==> src/rtl/pacman_mover.sv <==
// Pac-Man datapath: registered grid position, wall-derived move enables,
// pellet map with score/remaining counters, and sticky win/loose flags.
module pacman_mover #(
    parameter int GRID_W = 16,
    parameter int GRID_H = 16,
    parameter logic [GRID_W*GRID_H-1:0] MAZE = '0,
    parameter int START_X  = 1,
    parameter int START_Y  = 1,
    parameter int PELLETS  = 1,
    parameter int TICK_DIV = 1,
    parameter int XW = (GRID_W > 1) ? $clog2(GRID_W) : 1,
    parameter int YW = (GRID_H > 1) ? $clog2(GRID_H) : 1
) (
    input  logic          clk,
    input  logic          reset,
    input  logic          m_up,
    input  logic          m_down,
    input  logic          m_right,
    input  logic          m_left,
    input  logic          m_hold,
    input  logic          e_start,
    input  logic [XW-1:0] ghost_x,
    input  logic [YW-1:0] ghost_y,
    input  logic          ghost_valid,
    output logic [XW-1:0] pac_x,
    output logic [YW-1:0] pac_y,
    output logic          uE,
    output logic          dE,
    output logic          rE,
    output logic          lE,
    output logic [7:0]    score,
    output logic          win,
    output logic          loose
);

    localparam int N  = GRID_W * GRID_H;
    localparam int CW = (N > 1) ? $clog2(N) : 1;
    localparam int TW = (TICK_DIV > 1) ? $clog2(TICK_DIV) : 1;

    localparam logic [N-1:0] START_BIT   = {{(N-1){1'b0}}, 1'b1} << (START_Y * GRID_W + START_X);
    localparam logic [N-1:0] PELLET_INIT = ~MAZE & ~START_BIT;
    localparam logic [XW-1:0] START_XV   = XW'(START_X);
    localparam logic [YW-1:0] START_YV   = YW'(START_Y);
    localparam logic [7:0]    PELLETS_V  = 8'(PELLETS);
    localparam logic [TW-1:0] TICK_LAST  = TW'(TICK_DIV - 1);

    logic [XW-1:0] pos_x_q, pos_x_d;
    logic [YW-1:0] pos_y_q, pos_y_d;
    logic [N-1:0]  pellet_q, pellet_d;
    logic [7:0]    score_q, score_d;
    logic [7:0]    remaining_q, remaining_d;
    logic          win_q, win_d;
    logic          loose_q, loose_d;
    logic [TW-1:0] tick_cnt_q, tick_cnt_d;

    logic [CW-1:0] cell_i, up_i, dn_i, rt_i, lt_i;
    logic          tick, over, eat, hit, strobe_any;

    always_comb begin
        cell_i = CW'(int'(pos_y_q) * GRID_W + int'(pos_x_q));
        up_i   = cell_i - CW'(GRID_W);
        dn_i   = cell_i + CW'(GRID_W);
        rt_i   = cell_i + CW'(1);
        lt_i   = cell_i - CW'(1);
        // Grid edges are treated as walls; the neighbour index is only
        // consulted when the edge test passes.
        uE = (pos_y_q != '0) && !MAZE[up_i];
        dE = (pos_y_q != YW'(GRID_H - 1)) && !MAZE[dn_i];
        rE = (pos_x_q != XW'(GRID_W - 1)) && !MAZE[rt_i];
        lE = (pos_x_q != '0) && !MAZE[lt_i];
    end

    always_comb begin
        tick       = (tick_cnt_q == TICK_LAST);
        over       = win_q | loose_q;
        strobe_any = m_up | m_down | m_right | m_left | m_hold;
        eat        = pellet_q[cell_i] && !over;
        hit        = ghost_valid && (ghost_x == pos_x_q) && (ghost_y == pos_y_q) && !over;

        pos_x_d     = pos_x_q;
        pos_y_d     = pos_y_q;
        pellet_d    = pellet_q;
        score_d     = score_q;
        remaining_d = remaining_q;
        win_d       = win_q;
        loose_d     = loose_q;
        tick_cnt_d  = tick ? '0 : tick_cnt_q + TW'(1);

        if (e_start) begin
            pos_x_d     = START_XV;
            pos_y_d     = START_YV;
            pellet_d    = PELLET_INIT;
            score_d     = '0;
            remaining_d = PELLETS_V;
            win_d       = 1'b0;
            loose_d     = 1'b0;
            tick_cnt_d  = '0;
        end else begin
            if (tick && !over && strobe_any) begin
                if (m_up && uE)
                    pos_y_d = pos_y_q - YW'(1);
                else if (m_down && dE)
                    pos_y_d = pos_y_q + YW'(1);
                else if (m_right && rE)
                    pos_x_d = pos_x_q + XW'(1);
                else if (m_left && lE)
                    pos_x_d = pos_x_q - XW'(1);
            end
            if (eat) begin
                pellet_d[cell_i] = 1'b0;
                score_d          = score_q + 8'd1;
                remaining_d      = remaining_q - 8'd1;
                // A collision on the final pellet still scores it but loses.
                if (remaining_q == 8'd1 && !hit)
                    win_d = 1'b1;
            end
            if (hit)
                loose_d = 1'b1;
        end
    end

    always_ff @(posedge clk or posedge reset) begin
        if (reset) begin
            pos_x_q     <= START_XV;
            pos_y_q     <= START_YV;
            pellet_q    <= PELLET_INIT;
            score_q     <= '0;
            remaining_q <= PELLETS_V;
            win_q       <= 1'b0;
            loose_q     <= 1'b0;
            tick_cnt_q  <= '0;
        end else begin
            pos_x_q     <= pos_x_d;
            pos_y_q     <= pos_y_d;
            pellet_q    <= pellet_d;
            score_q     <= score_d;
            remaining_q <= remaining_d;
            win_q       <= win_d;
            loose_q     <= loose_d;
            tick_cnt_q  <= tick_cnt_d;
        end
    end

    assign pac_x = pos_x_q;
    assign pac_y = pos_y_q;
    assign score = score_q;
    assign win   = win_q;
    assign loose = loose_q;

endmodule

==> config.mk <==
export PLATFORM = sky130hd
export DESIGN_NAME = pacman_mover
export DESIGN_NICKNAME = d
export VERILOG_FILES = /design/src/rtl/pacman_mover.sv
export SDC_FILE = /design/constraint.sdc
export NUM_CORES = 1
export LEC_CHECK = 0
export CELL_PAD_IN_SITES_DETAIL_PLACEMENT = 1
export CELL_PAD_IN_SITES_GLOBAL_PLACEMENT = 1
export CORE_MARGIN = 2
export CORE_UTILIZATION = 51
export DETAILED_ROUTE_END_ITERATION = 8
export GPL_TIMING_DRIVEN = 0
export HOLD_SLACK_MARGIN = 0.06
export PLACE_DENSITY_LB_ADDON = 0.1
export RECOVER_POWER = 25
export SYNTH_ARGS = -nofsm -noshare
export SYNTH_HDL_FRONTEND = slang
export SYNTH_SLANG_ARGS = --single-unit
==> constraint.sdc <==
create_clock -name clk -period 17.1 [get_ports clk]
set_clock_uncertainty 0.15 [all_clocks]
set_input_delay 4.275 -clock clk [delete_from_list [all_inputs] [get_ports clk]]
set_output_delay 4.275 -clock clk [all_outputs]
set_load 0.05 [all_outputs]
## Word-level counts from Yosys, hierarchy flattened

Memory sizes are Yosys's and may differ from the RTL's.
Index checks and enable logic that the tools add are counted.

| storage, ports and cells | value |
|---|---|
| register bits after elaboration | 283 |
| bits in latches | 0 |
| memory bits (writable) | 0 |
| memory bits (read-only) | 1024 |
| input port bits | 17 |
| logic and storage cells | 109 |
| memories kept | 4 |

Memories:

| name | words | bits a word | read ports | clocked after memory_dff | write ports | RTL line | text |
|---|---|---|---|---|---|---|---|
| (no name shown) | 256 | 1 | 1 | 0 | 0 | 70 | `lE = (pos_x_q != '0) && !MAZE[lt_i];` |
| (no name shown) | 256 | 1 | 1 | 0 | 0 | 69 | `rE = (pos_x_q != XW'(GRID_W - 1)) && !MAZE[rt_i];` |
| (no name shown) | 256 | 1 | 1 | 0 | 0 | 68 | `dE = (pos_y_q != YW'(GRID_H - 1)) && !MAZE[dn_i];` |
| (no name shown) | 256 | 1 | 1 | 0 | 0 | 67 | `uE = (pos_y_q != '0) && !MAZE[up_i];` |

| operators by class | value |
|---|---|
| add/subtract/negate cells | 12 |
| multiply operators | 0 |
| div/mod/pow operators | 0 |
| $lt $le $gt $ge | 6 |
| equality and inequality tests | 7 |
| shift operators | 0 |
| muxes and demuxes | 31 |
| bitwise logic cells | 8 |
| reductions and logical operators | 33 |

Operators by type and width:

| kind | count |
|---|---|
| 2-to-1 mux 256 bit | 2 |
| AND 256 bit | 1 |
| inverter 256 bit | 1 |
| < comparator 8 x 9 -> 1 bit (second input constant) | 5 |
| 2-to-1 mux 4 bit | 10 |
| 2-to-1 mux 8 bit | 4 |
| adder 8 x 1 -> 8 bit (second input constant) | 2 |
| logical AND 1 bit | 16 |
| subtractor 8 x 1 -> 8 bit (second input constant) | 2 |
| 2-to-1 mux 1 bit | 13 |
| adder 4 x 1 -> 4 bit (second input constant) | 2 |
| adder 8 x 4 -> 8 bit | 1 |
| adder 8 x 5 -> 8 bit (second input constant) | 1 |
| binary-select mux 1 bit (select 8 bit) | 1 |
| demux 1 bit (select 8 bit) | 1 |
| == test 4 bit | 2 |
| == test 8 x 1 -> 1 bit (second input constant) | 1 |
| >= comparator 8 x 1 -> 1 bit (second input constant) | 1 |
| != test 4 bit (second input constant) | 2 |
| nonzero test 2 bit | 4 |
| nonzero test 4 bit | 2 |
| subtractor 4 x 1 -> 4 bit (second input constant) | 2 |
| subtractor 8 x 5 -> 8 bit (second input constant) | 1 |
| logical NOT 1 bit | 6 |
| 7 further kinds | 14 |

## Depth between registers and ports, before layout

Gate-level depths: netlist (run 1).

| logic depth | value |
|---|---|
| word-level depth | 13 |
| depth in mapped cells | 14 |
| depth with buffers taken out | 10 |

## Least setup slack after synthesis (run 1)

Ideal clock, no wire load.

| timing | value |
|---|---|
| path type | register to output |
| start | reg pos_y_q[1], in the netlist pac_y[1] |
| end | out uE |
| arrival time | 2.516 ns |
| path slack | 10.159 ns |
| stages on the path, launching flop included | 7 |
| buffers on the path | 5 |
| cells stage by stage | dfrtp_1 > clkbuf_1 > buf_2 > clkbuf_1 > or4_1 > clkbuf_1 > buf_1 |

| between the ends | value |
|---|---|
| longest elaborated chain between the ends | 6 |
| elaborated cells between the ends (all ways) | 7 |
| those cells by class | 2 x add/sub; 1 x mux; 3 x reduce/logical; 1 x memory |

Ends and longest elaborated chain:

| element | RTL line | text |
|---|---|---|
| from (decl) | 48 | `logic [YW-1:0] pos_y_q, pos_y_d;` |
| from (signal assigned) | 134 | `pos_y_q <= pos_y_d;` |
| adder 8 x 4 -> 8 bit | 60 | `cell_i = CW'(int'(pos_y_q) * GRID_W + int'(pos_x_q));` |
| subtractor 8 x 5 -> 8 bit | 61 | `up_i = cell_i - CW'(GRID_W);` |
| memory (256 x 1 bit) | n/a |  |
| 2-to-1 mux 1 bit (not written as such) | 67 |  |
| logical NOT 1 bit | 67 |  |
| logical AND 1 bit * | 67 |  |
| to (decl) | 27 | `output logic uE,` |

Mark *: on every way between the ends. The rest lies on a longest branch, timed or not. The select of a mux whose other input is x is not followed.

==> results.md, run 1 <==
- Yosys warns: 0
- H-tree levels: 1
- Synth cell types: 61
- Post-synth top area cell: dfstp_2
- Pins Over Slew Limit: roughly 180
- Cell Area, Synth: 0.01380 mm^2
- CP max-delay cell: clkbuf_1
- Final core occ: just under 60%
- CTS buffer count: 31
- Diodes inserted: 0
- Commonest cells in the synthesized netlist: 326 x nor2_1, 259 x a21oi_1, 258 x dfstp_2
- Cell leakage power: 5.524 nW
- Post-synth top area share: about 49%
- Pwr dens: 130.1 mW/mm^2
- WHS: about 0.34 ns
- Initial Utilization: 51.64%
- Mapped Cells: about 1300
- Nets: between 1000 and 1500
- DRT iter0 DRCs: 949
- Worst hold path type: register to register
- Buf/Inv on CP: 4
- Post-synth EDFFs: 0
- Yosys reg bits: about 280
- Routed Antenna Nets: 0
- Area post-placement: 0.01467 mm^2
- CP arrival: ~11 ns
- Worst Setup End Kind: async pin
- Layout area overhead: 13.11%
- Startpoint types: input port
- Hold-fix buffers, CTS: 0
- Worst path required time: ~18 ns
- GRT Overall Usage: between 30% and 40%
- DRC errors left: 0
- Count leader, synth: nor2_1
- Drt first pass iters: 5
- Setup_tns: 0 ns
- Max Cap Viol: 2
- Worst Tran Pin Value: a little under 5 ns
- CP Cell Sequence: dlygate4sd3_1 -> clkinvlp_2 -> clkbuf_1 -> buf_16
- CTS tree: done
- Register area share after synthesis: a little over half
- CP Max Fanout: between 100 and 150
- Vias: 11140
- Synth Area per Inst: about 11 um^2
- Achievable Freq: 95.42 MHz
- Final Hold Vio Count: 0
- CTS Root Cell: clkbuf_16
- Vias in the first global route: around 12000
- GP Congestion: 0.9521
- First-pass GRT wire length: approximately 73 mm
- Routed length per instance: about 27 um
- Clock Latency Late Sink: 0.59 ns
- Period minus WS final: 10.48 ns
- GRT overflow: 0
- Final HPWL DP: 32.78 mm
- Largest net degree at the start of global routing: between 100 and 150
- Ys async rst share: 100.0%
- Port Buffers: 38
- Antenna violations before repair: 0
- Top Ports: 39
- Crit path max-delay family: buffers and inverters
- Synthesized net count: 1330
- Rows: 60
- Post-cts resize count: 0
- DRT Wirelength: around 48 mm
- Max VDD drop: 0.08700 mV
- Max stage delay on crit path: roughly 3.5 ns
- Fin crit share: between 60% and 70%
- Worst setup path category: input port to async pin
- Clk slew on worst S/H paths: 0.06 ns
- Core ar.: ~0.027 mm^2
- Outcome: finished, violations left
- # setup viols final: 0
- Failing checks: max-capacitance violations, max-slew violations
- Finished Cell Area: 0.01561 mm^2
- Die Width: around 170 um
- RSZ-0062 raised after global routing: false
- Die area: about 0.028 mm^2
- Drt via density: 6.393
- Fillers: slightly below 3000
- Post-CTS Setup Bufs: 0
- Die height: between 150 and 200 um
- Slew headroom: -224.2%
- Ys flop type: dfstp_2
- Clk sinks: between 200 and 300
- Clk buf depth: 3
- Largest cells by area after synthesis: dfstp_2 49%, mux4_2 11%, a21oi_1 9.4%
- Fraction of layout instances using a drive strength above 1: around 32%
-- cell usage in the layout (no fill, tap or decap), types with 11 or more instances in the layout --
cell and instances:
clkbuf_16 31, nor3_1 42, inv_1 13, mux4_2 65, clkbuf_1 62, xnor2_1 11, dfrtp_1 24, buf_2 26
a21oi_1 259, nand3_1 14, nand2_1 34, dfstp_2 258, nand2b_1 13, mux2i_1 15, nor2_1 326, a21oi_2 19
clkdlybuf4s50_1 37
-- worst paths after layout --
| path | startpoint | end | slack, ns | cells past startpoint |
|---|---|---|---|---|
| hold reg to reg | pellet_q[222]$_DFFE_PP1P_ | pellet_q[222]$_DFFE_PP1P_ | 0.34 | 2 |
| max in group clk | pac_y[1]$_DFFE_PP0P_ | uE | 8.37 | 7 |
| setup / recovery | reset | pellet_q[199]$_DFFE_PP1P_ | 6.62 | 4 |
| setup reg to reg | pac_x[3]$_DFFE_PP0P_ | pellet_q[23]$_DFFE_PP1P_ | 12.51 | 12 |
| min in group asynchronous | reset | score[5]$_DFFE_PP0P_ | 5.20 | 2 |
| hold / removal | pellet_q[222]$_DFFE_PP1P_ | pellet_q[222]$_DFFE_PP1P_ | 0.34 | 2 |
-- through the flow --
stage,power [mW],setup slack (ns),cells
5_1_grt,2.101,5.524,1743
2_1_floorplan,1.166,5.323,1304
4_1_cts,2.030,8.454,1743
3_3_place_gp,1.364,1.543,1683
6_report,2.031,6.620,1743
3_5_place_dp,1.382,9.073,1685
-- cell families after synthesis --
| group | after synthesis | share of synthesized area [%] |
|---|---|---|
| and+or+nand+nor | 476 | 15.29 |
| AOI/OAI and AO/OA | 328 | 13.51 |
| DFF | 282 | 53.47 |
| buffers and inverters | 109 | 3.772 |
| muxes | 84 | 12.02 |
| xor gates and xnor gates | 16 | 1.015 |
| adders and majority gates | 9 | 0.9247 |
-- final cells by class --
class                           count  area, um^2  area share [%]
Sequential cell                   282        7380           47.27
Inverter                           14       53.80          0.3447
Clock buffer                       48       899.6           5.763
Multi-Input combinational cell    913        5901           37.80
Timing Repair Buffer               40       411.6           2.637
Clock inverter                     10       70.07          0.4489
Tap cell                          341       426.7           2.733
Buffer                             95       467.9           2.998
-- sequential cells by signal, summed over array words and instances, names as in the netlist --
name and count:
pac_x 4, remaining_q 8, pac_y 4, loose 1
win 1, score 8, pellet_q 256
-- power by group --
group | internal [mW] | switching (mW) | leakage [nW]
clock | 0.362 | 0.285 | 0.476
combinational | 0.194 | 0.468 | 2.01
sequential | 0.698 | 0.0241 | 3.04
total | 1.25 | 0.777 | 5.52
-- routing by layer --
metal  wire (um)  track usage [%]  share of wire (%)
met4        2539            15.67                5.3
met3        3153            5.354                6.6
met2       22620            56.15                 47
met1       19370            46.16                 41
met5           0                0                  0
-- worst register-to-register path, stage by stage, from the launching register on --
cell and delay, ns:
dfrtp_1 0.34, buf_4 0.30, buf_2 0.52, buf_2 0.46
mux4_2 0.30, o22ai_1 0.08, o21ai_0 0.33, a31oi_1 0.23
o311ai_4 0.17, nand2_2 0.23, nor4_2 0.85, buf_2 0.39
a21oi_1 0.12
Power figures use the tool's default switching activity.
==> run 2, diff against run 1 <==
--- a/config.mk
+++ b/config.mk
@@ -8,7 +8,7 @@
 export CELL_PAD_IN_SITES_DETAIL_PLACEMENT = 1
 export CELL_PAD_IN_SITES_GLOBAL_PLACEMENT = 1
 export CORE_MARGIN = 2
-export CORE_UTILIZATION = 51
+export CORE_UTILIZATION = 45
 export DETAILED_ROUTE_END_ITERATION = 8
 export GPL_TIMING_DRIVEN = 0
 export HOLD_SLACK_MARGIN = 0.06
==> constraint.sdc (replaced) <==
create_clock -name clk -period 9 [get_ports clk]
set_clock_uncertainty 0.15 [all_clocks]
set_input_delay 2.25 -clock clk [delete_from_list [all_inputs] [get_ports clk]]
set_output_delay 2.25 -clock clk [all_outputs]
set_load 0.05 [all_outputs]
==> run 2 against run 1 <==
Effect of this change:
- the flow still finishes with violations (max-capacitance violations, max-slew violations)
- sequential power grew 91%
- worst hold slack is essentially flat
- via count shrank 2.0%
- critical path depth is the same
- sequential cell count is the same
- non-clock buffer count grew 5
- first-iteration DRC count shrank 5.9%
- routed wire length grew 1.5%
- count of clock-buffer cells in the layout grew 5
- total power grew 94%
- clock power grew 100%
- largest cell class unchanged
- largest power group unchanged
==> results.md, run 2 (synthesized netlist as in run 1, its figures left out) <==
- Pwr dens: 249.7 mW/mm^2
- Die height: ~180 um
- Most common cell after layout, fill and taps aside: nor2_1
- Antenna violations before repair: 0
- Port Buffers: 38
- Diodes inserted: 0
- Outcome: finished, violations left
- Worst path required time: between 8 and 9 ns
- Die Width: 179.1 um
- Max VDD drop: around 0.15 mV
- Worst setup margin: 2.103 ns
- Number of flip-flops in the largest register: roughly 260
- Final core occ: just over 50%
- GRT Overall Usage: a little under a third
- Max Cap Viol: 7
- Drt via density: ~6.0
- DRC errors left: 0
- Finished Cell Area: ~0.016 mm^2
- Final Hold Vio Count: 0
- Fin crit share: around 77%
- Achievable Freq: approximately 140 MHz
- Worst setup path category: input port to async pin
- Hold-fix buffers, CTS: 0
- Setup_tns: 0 ns
- CP arrival: between 6 and 7 ns
- Worst hold path type: register to register
- Nets: 1411
- Layout area overhead: 14.45%
- Failing checks: max-capacitance violations, max-slew violations
- # setup viols final: 0
- RSZ-0062 raised after global routing: false
- Final cell count without fillers: 1806
- Clk slew on worst S/H paths: 0.06 ns
- Worst Setup End Kind: async pin
- CTS buffer count: 34
- Top Ports: 39
- Final HPWL DP: ~33 mm
- CTS Root Cell: clkbuf_16
- Rows: between 60 and 70
- DRT iter0 DRCs: a little under 900
- Initial Utilization: 45.35%
- GP Congestion: roughly 0.9
- Total Power: around 3.9 mW
- Clk buf depth: 3
- Worst Tran Pin Value: approximately 2.4 ns
- CP Max Fanout: 40
- Cell leakage power: about 5.6 nW
- Pins Over Slew Limit: 215
- Vias in the first global route: approximately 12000
- Drt first pass iters: 5
- Dpl ws: approximately 3.0 ns
- Core ar.: 0.03043 mm^2
- Area post-placement: 0.01482 mm^2
- GRT overflow: 0
- Startpoint types: input port
- CTS tree: done
- Most frequent cells in the layout: 325 x nor2_1, 259 x a21oi_1, 258 x dfstp_2, 67 x clkbuf_1, 65 x mux4_2
- Top reg by flops: pellet_q
- DRT Wirelength: around 48 mm
- First-pass GRT wire length: 72.09 mm
- Routed Antenna Nets: 0
- Post-CTS Setup Bufs: 0
- Clock Latency Late Sink: approximately 0.53 ns
- Die area: 0.03209 mm^2
- Routed length per instance: ~27 um
- Slew headroom: -58.71%
- Period minus WS final: slightly below 7 ns
- Largest net degree at the start of global routing: between 40 and 50
- Vias: ~11000
- Dpl cells: 1745
- Post-cts resize count: 0
- Clk sinks: 282
- Fraction of layout instances using a drive strength above 1: 32.20%
- WHS: roughly 0.34 ns
- H-tree levels: 2
run 2: changes by cell type in the layout (fill, tap and decap cells not counted), sizes merged:
cell    delta
clkinv     -3
clkbuf     +9
inv        +1
buf        +1
run 2: where the power goes:
part | leakage [nW] | internal, mW | switching, mW | total [mW]
Combinational | 2.02 | 0.370 | 0.882 | 1.25
Sequential | 3.04 | 1.33 | 0.0486 | 1.38
Clock | 0.511 | 0.763 | 0.553 | 1.32
Total | 5.57 | 2.46 | 1.48 | 3.94
run 2: layout make-up:
| class | count | area, um^2 |
|---|---|---|
| buffer | 95 | 467.9 |
| clock inverter | 8 | 63.81 |
| multi-input combinational | 913 | 5903 |
| timing repair buffer | 45 | 439.2 |
| clock buffer | 53 | 992.2 |
| sequential | 282 | 7380 |
| fill | 3338 | 14630 |
| inverter | 14 | 53.80 |
| tap | 396 | 495.5 |
run 2: critical path: stages:
cell and delay [ns]:
dlygate4sd3_1 0.54, clkinvlp_2 0.88, clkbuf_1 1.39, clkbuf_1 1.77
run 2: worst paths after layout:
kind	start	end	slack, ns	cells past startpoint
setup / recovery	reset	pellet_q[17]$_DFFE_PP0P_	2.10	4
hold / removal	pellet_q[187]$_DFFE_PP1P_	pellet_q[187]$_DFFE_PP1P_	0.34	2
setup reg to reg	pac_x[0]$_DFFE_PP1P_	pellet_q[24]$_DFFE_PP1P_	4.34	12
hold reg to reg	pellet_q[187]$_DFFE_PP1P_	pellet_q[187]$_DFFE_PP1P_	0.34	2
max in group clk	pac_y[1]$_DFFE_PP0P_	uE	2.35	7
min in group asynchronous	reset	score[4]$_DFFE_PP0P_	2.39	2
run 2: routing by layer:
metal	global-route usage [%]	up-vias	wire [um]
met5	0	-	0
met4	14.21	0	2204
met3	5.195	108	2650
met2	49.60	348	22840
met1	41.08	5717	20690
li1	-	4752	-
==> run 3, diff against run 2 <==
--- a/config.mk
+++ b/config.mk
@@ -8,7 +8,7 @@
 export CELL_PAD_IN_SITES_DETAIL_PLACEMENT = 1
 export CELL_PAD_IN_SITES_GLOBAL_PLACEMENT = 1
 export CORE_MARGIN = 2
-export CORE_UTILIZATION = 45
+export CORE_UTILIZATION = 50
 export DETAILED_ROUTE_END_ITERATION = 8
 export GPL_TIMING_DRIVEN = 0
 export HOLD_SLACK_MARGIN = 0.06
==> constraint.sdc (replaced) <==
create_clock -name clk -period 7 [get_ports clk]
set_clock_uncertainty 0.15 [all_clocks]
set_input_delay 1.75 -clock clk [delete_from_list [all_inputs] [get_ports clk]]
set_output_delay 1.75 -clock clk [all_outputs]
set_load 0.05 [all_outputs]
==> run 3 against run 2 <==
Effect of this change:
- the run still ends with max-capacitance violations, max-slew violations left
- sequential cell count did not move
- routed wire length is 0.63% higher
- worst hold slack improved by 0.00093 ns
- utilization up 6.5 points
- critical path depth up 4
- critical path type is now register to primary output
- highest routed layer unchanged
- global-route usage rose by 3.8 points
- register-to-register slack lost 1.9 ns
- via count grew 2.0%
- clock power grew 30%
- largest cell class unchanged
==> results.md, run 3 (synthesized netlist as in run 1, its figures left out) <==
- Outcome: finished, violations left
- Failing checks: max-capacitance violations, max-slew violations
- Number of flip-flops in the largest register: 256
- Final core occ: between 50% and 60%
- Fin crit share: about nine tenths
- Most common cell after layout, fill and taps aside: nor2_1
- First-pass GRT wire length: roughly 74 mm
- CP dominant cell by count: buf_2
- Pint: about 3.2 mW
- Top Ports: 39
- Max stage delay on crit path: ~0.8 ns
- Routed length per instance: 27.85 um
- Multi-input logic area: about 0.0059 mm^2
- Slew headroom: -59.55%
- Fraction of layout instances using a drive strength above 1: 32.76%
- Post-CTS Setup Bufs: 0
- Comb pwr share: about a third
- Dpl ws: approximately 1.5 ns
- NetSw: 1.908 mW
- CTS Root Cell: clkbuf_16
- Clk buf depth: 3
- Final Hold Vio Count: 0
- Die area: ~0.029 mm^2
- Finished Cell Area: about 0.016 mm^2
- Period minus WS final: approximately 6.2 ns
- Port Buffers: 38
- Seq. cell area: roughly 0.0074 mm^2
- Achievable Freq: about 160 MHz
- Post-cts resize count: 0
- H-tree levels: 1
- Die Width: ~170 um
- Sw Ratio: 37.31%
- CP arrival: between 4 and 5 ns
- Drt first pass iters: 4
- Cell leakage power: about 5.6 nW
- Final HPWL DP: roughly 33 mm
- Vias: ~11000
- Rows: 60
- Clock Latency Late Sink: slightly below 0.6 ns
- GRT Overall Usage: 34.72%
- Worst Tran Pin Value: 2.393 ns
- Largest net degree at the start of global routing: 44
- GP Congestion: approximately 0.94
- Setup_tns: 0 ns
- Sequential group share of total power: approximately 35%
- CTS buffer count: 31
- Worst setup path category: register to primary output
- Pins Over Slew Limit: around 180
- Die height: 170.1 um
- Routed Antenna Nets: 0
- Vias in the first global route: approximately 12000
- DRT iter0 DRCs: roughly 1100
- CTS tree: done
- RSZ-0062 raised after global routing: false
- Worst hold path type: register to register
- Diodes inserted: 0
- DRC errors left: 0
- Clk slew on worst S/H paths: around 0.060 ns
- Worst Setup End Kind: primary output
- Layout area overhead: 14.30%
- Max VDD drop: 0.1986 mV
- Startpoint types: register
- Drt via density: ~6.4
- Final cell count without fillers: roughly 1700
- Clk sinks: about 280
- Hold-fix buffers, CTS: 0
- Initial Utilization: between 50 and 60%
- CP Cell Sequence: buf_4 -> buf_2 -> buf_2 -> clkbuf_1 -> nand2_1 -> nor2_1 -> inv_1 -> clkdlybuf4s50_1
- CP Max Fanout: 10
- Antenna violations before repair: 0
- Core ar.: about 0.027 mm^2
- Top reg by flops: pellet_q
- Most frequent cells in the layout: 320 x nor2_1, 259 x a21oi_1, 258 x dfstp_2, 65 x mux4_2, 62 x clkbuf_1
- Nets: 1410
- GRT overflow: 0
- Pwr dens: around 320 mW/mm^2
- Fillers: ~2900
- # setup viols final: 0
- WHS: about 0.34 ns
- Max Cap Viol: 5
- Clock power share: about a third
- DRT Wirelength: roughly 49 mm
- CP max-delay cell: clkdlybuf4s50_1
- Worst setup margin: 0.7998 ns
- Worst path required time: approximately 5.1 ns
- Total Power: 5.114 mW
- Dpl cells: between 1500 and 2000
- Area post-placement: ~0.015 mm^2
[run 3: area by class of cell]
type | count | share of cell area [%]
inverter | 14 | 0.3411
timing repair buffer | 47 | 2.927
buffer | 95 | 2.967
multi-input combinational | 913 | 37.50
clock inverter | 9 | 0.9043
tap | 341 | 2.705
sequential | 282 | 46.78
clock buffer | 47 | 5.870
[run 3: final timing paths]
kind | from | slack [ns] | endpoint | cells past startpoint
min in group asynchronous | reset | 2.01 | pellet_q[104]$_DFFE_PP1P_ | 2
min reg2reg | pellet_q[207]$_DFFE_PP1P_ | 0.34 | pellet_q[207]$_DFFE_PP1P_ | 2
min | pellet_q[207]$_DFFE_PP1P_ | 0.34 | pellet_q[207]$_DFFE_PP1P_ | 2
max | pac_x[3]$_DFFE_PP0P_ | 0.80 | rE | 8
max reg2reg | pac_x[1]$_DFFE_PP0P_ | 2.44 | pellet_q[57]$_DFFE_PP1P_ | 11
max in group asynchronous | reset | 1.62 | win$_DFFE_PP0P_ | 4
[run 3: worst max-delay path, delay by kind of cell (launching register included)]
kind | cells | cell delay [ns]
flops | 1 | 0.38
simple gates | 2 | 0.57
buf+inv | 6 | 2.74
[run 3: power by group through the flow]
stage | sequential, mW | clock [mW] | combinational (mW)
after floorplan | 1.84 | 0 | 1.01
after global placement | 1.79 | 0 | 1.56
after detailed placement | 1.79 | 0 | 1.60
after CTS | 1.77 | 1.74 | 1.61
after global routing | 1.78 | 1.79 | 1.72
final | 1.77 | 1.72 | 1.63
[run 3: layer usage]
metal	GRT usage [%]	vias to the layer above	share of wire (%)
met3	5.070	139	6.3
li1	-	4745	-
met4	17.24	0	5.7
met1	47.00	5823	42
met5	0	-	0
met2	55.18	440	46
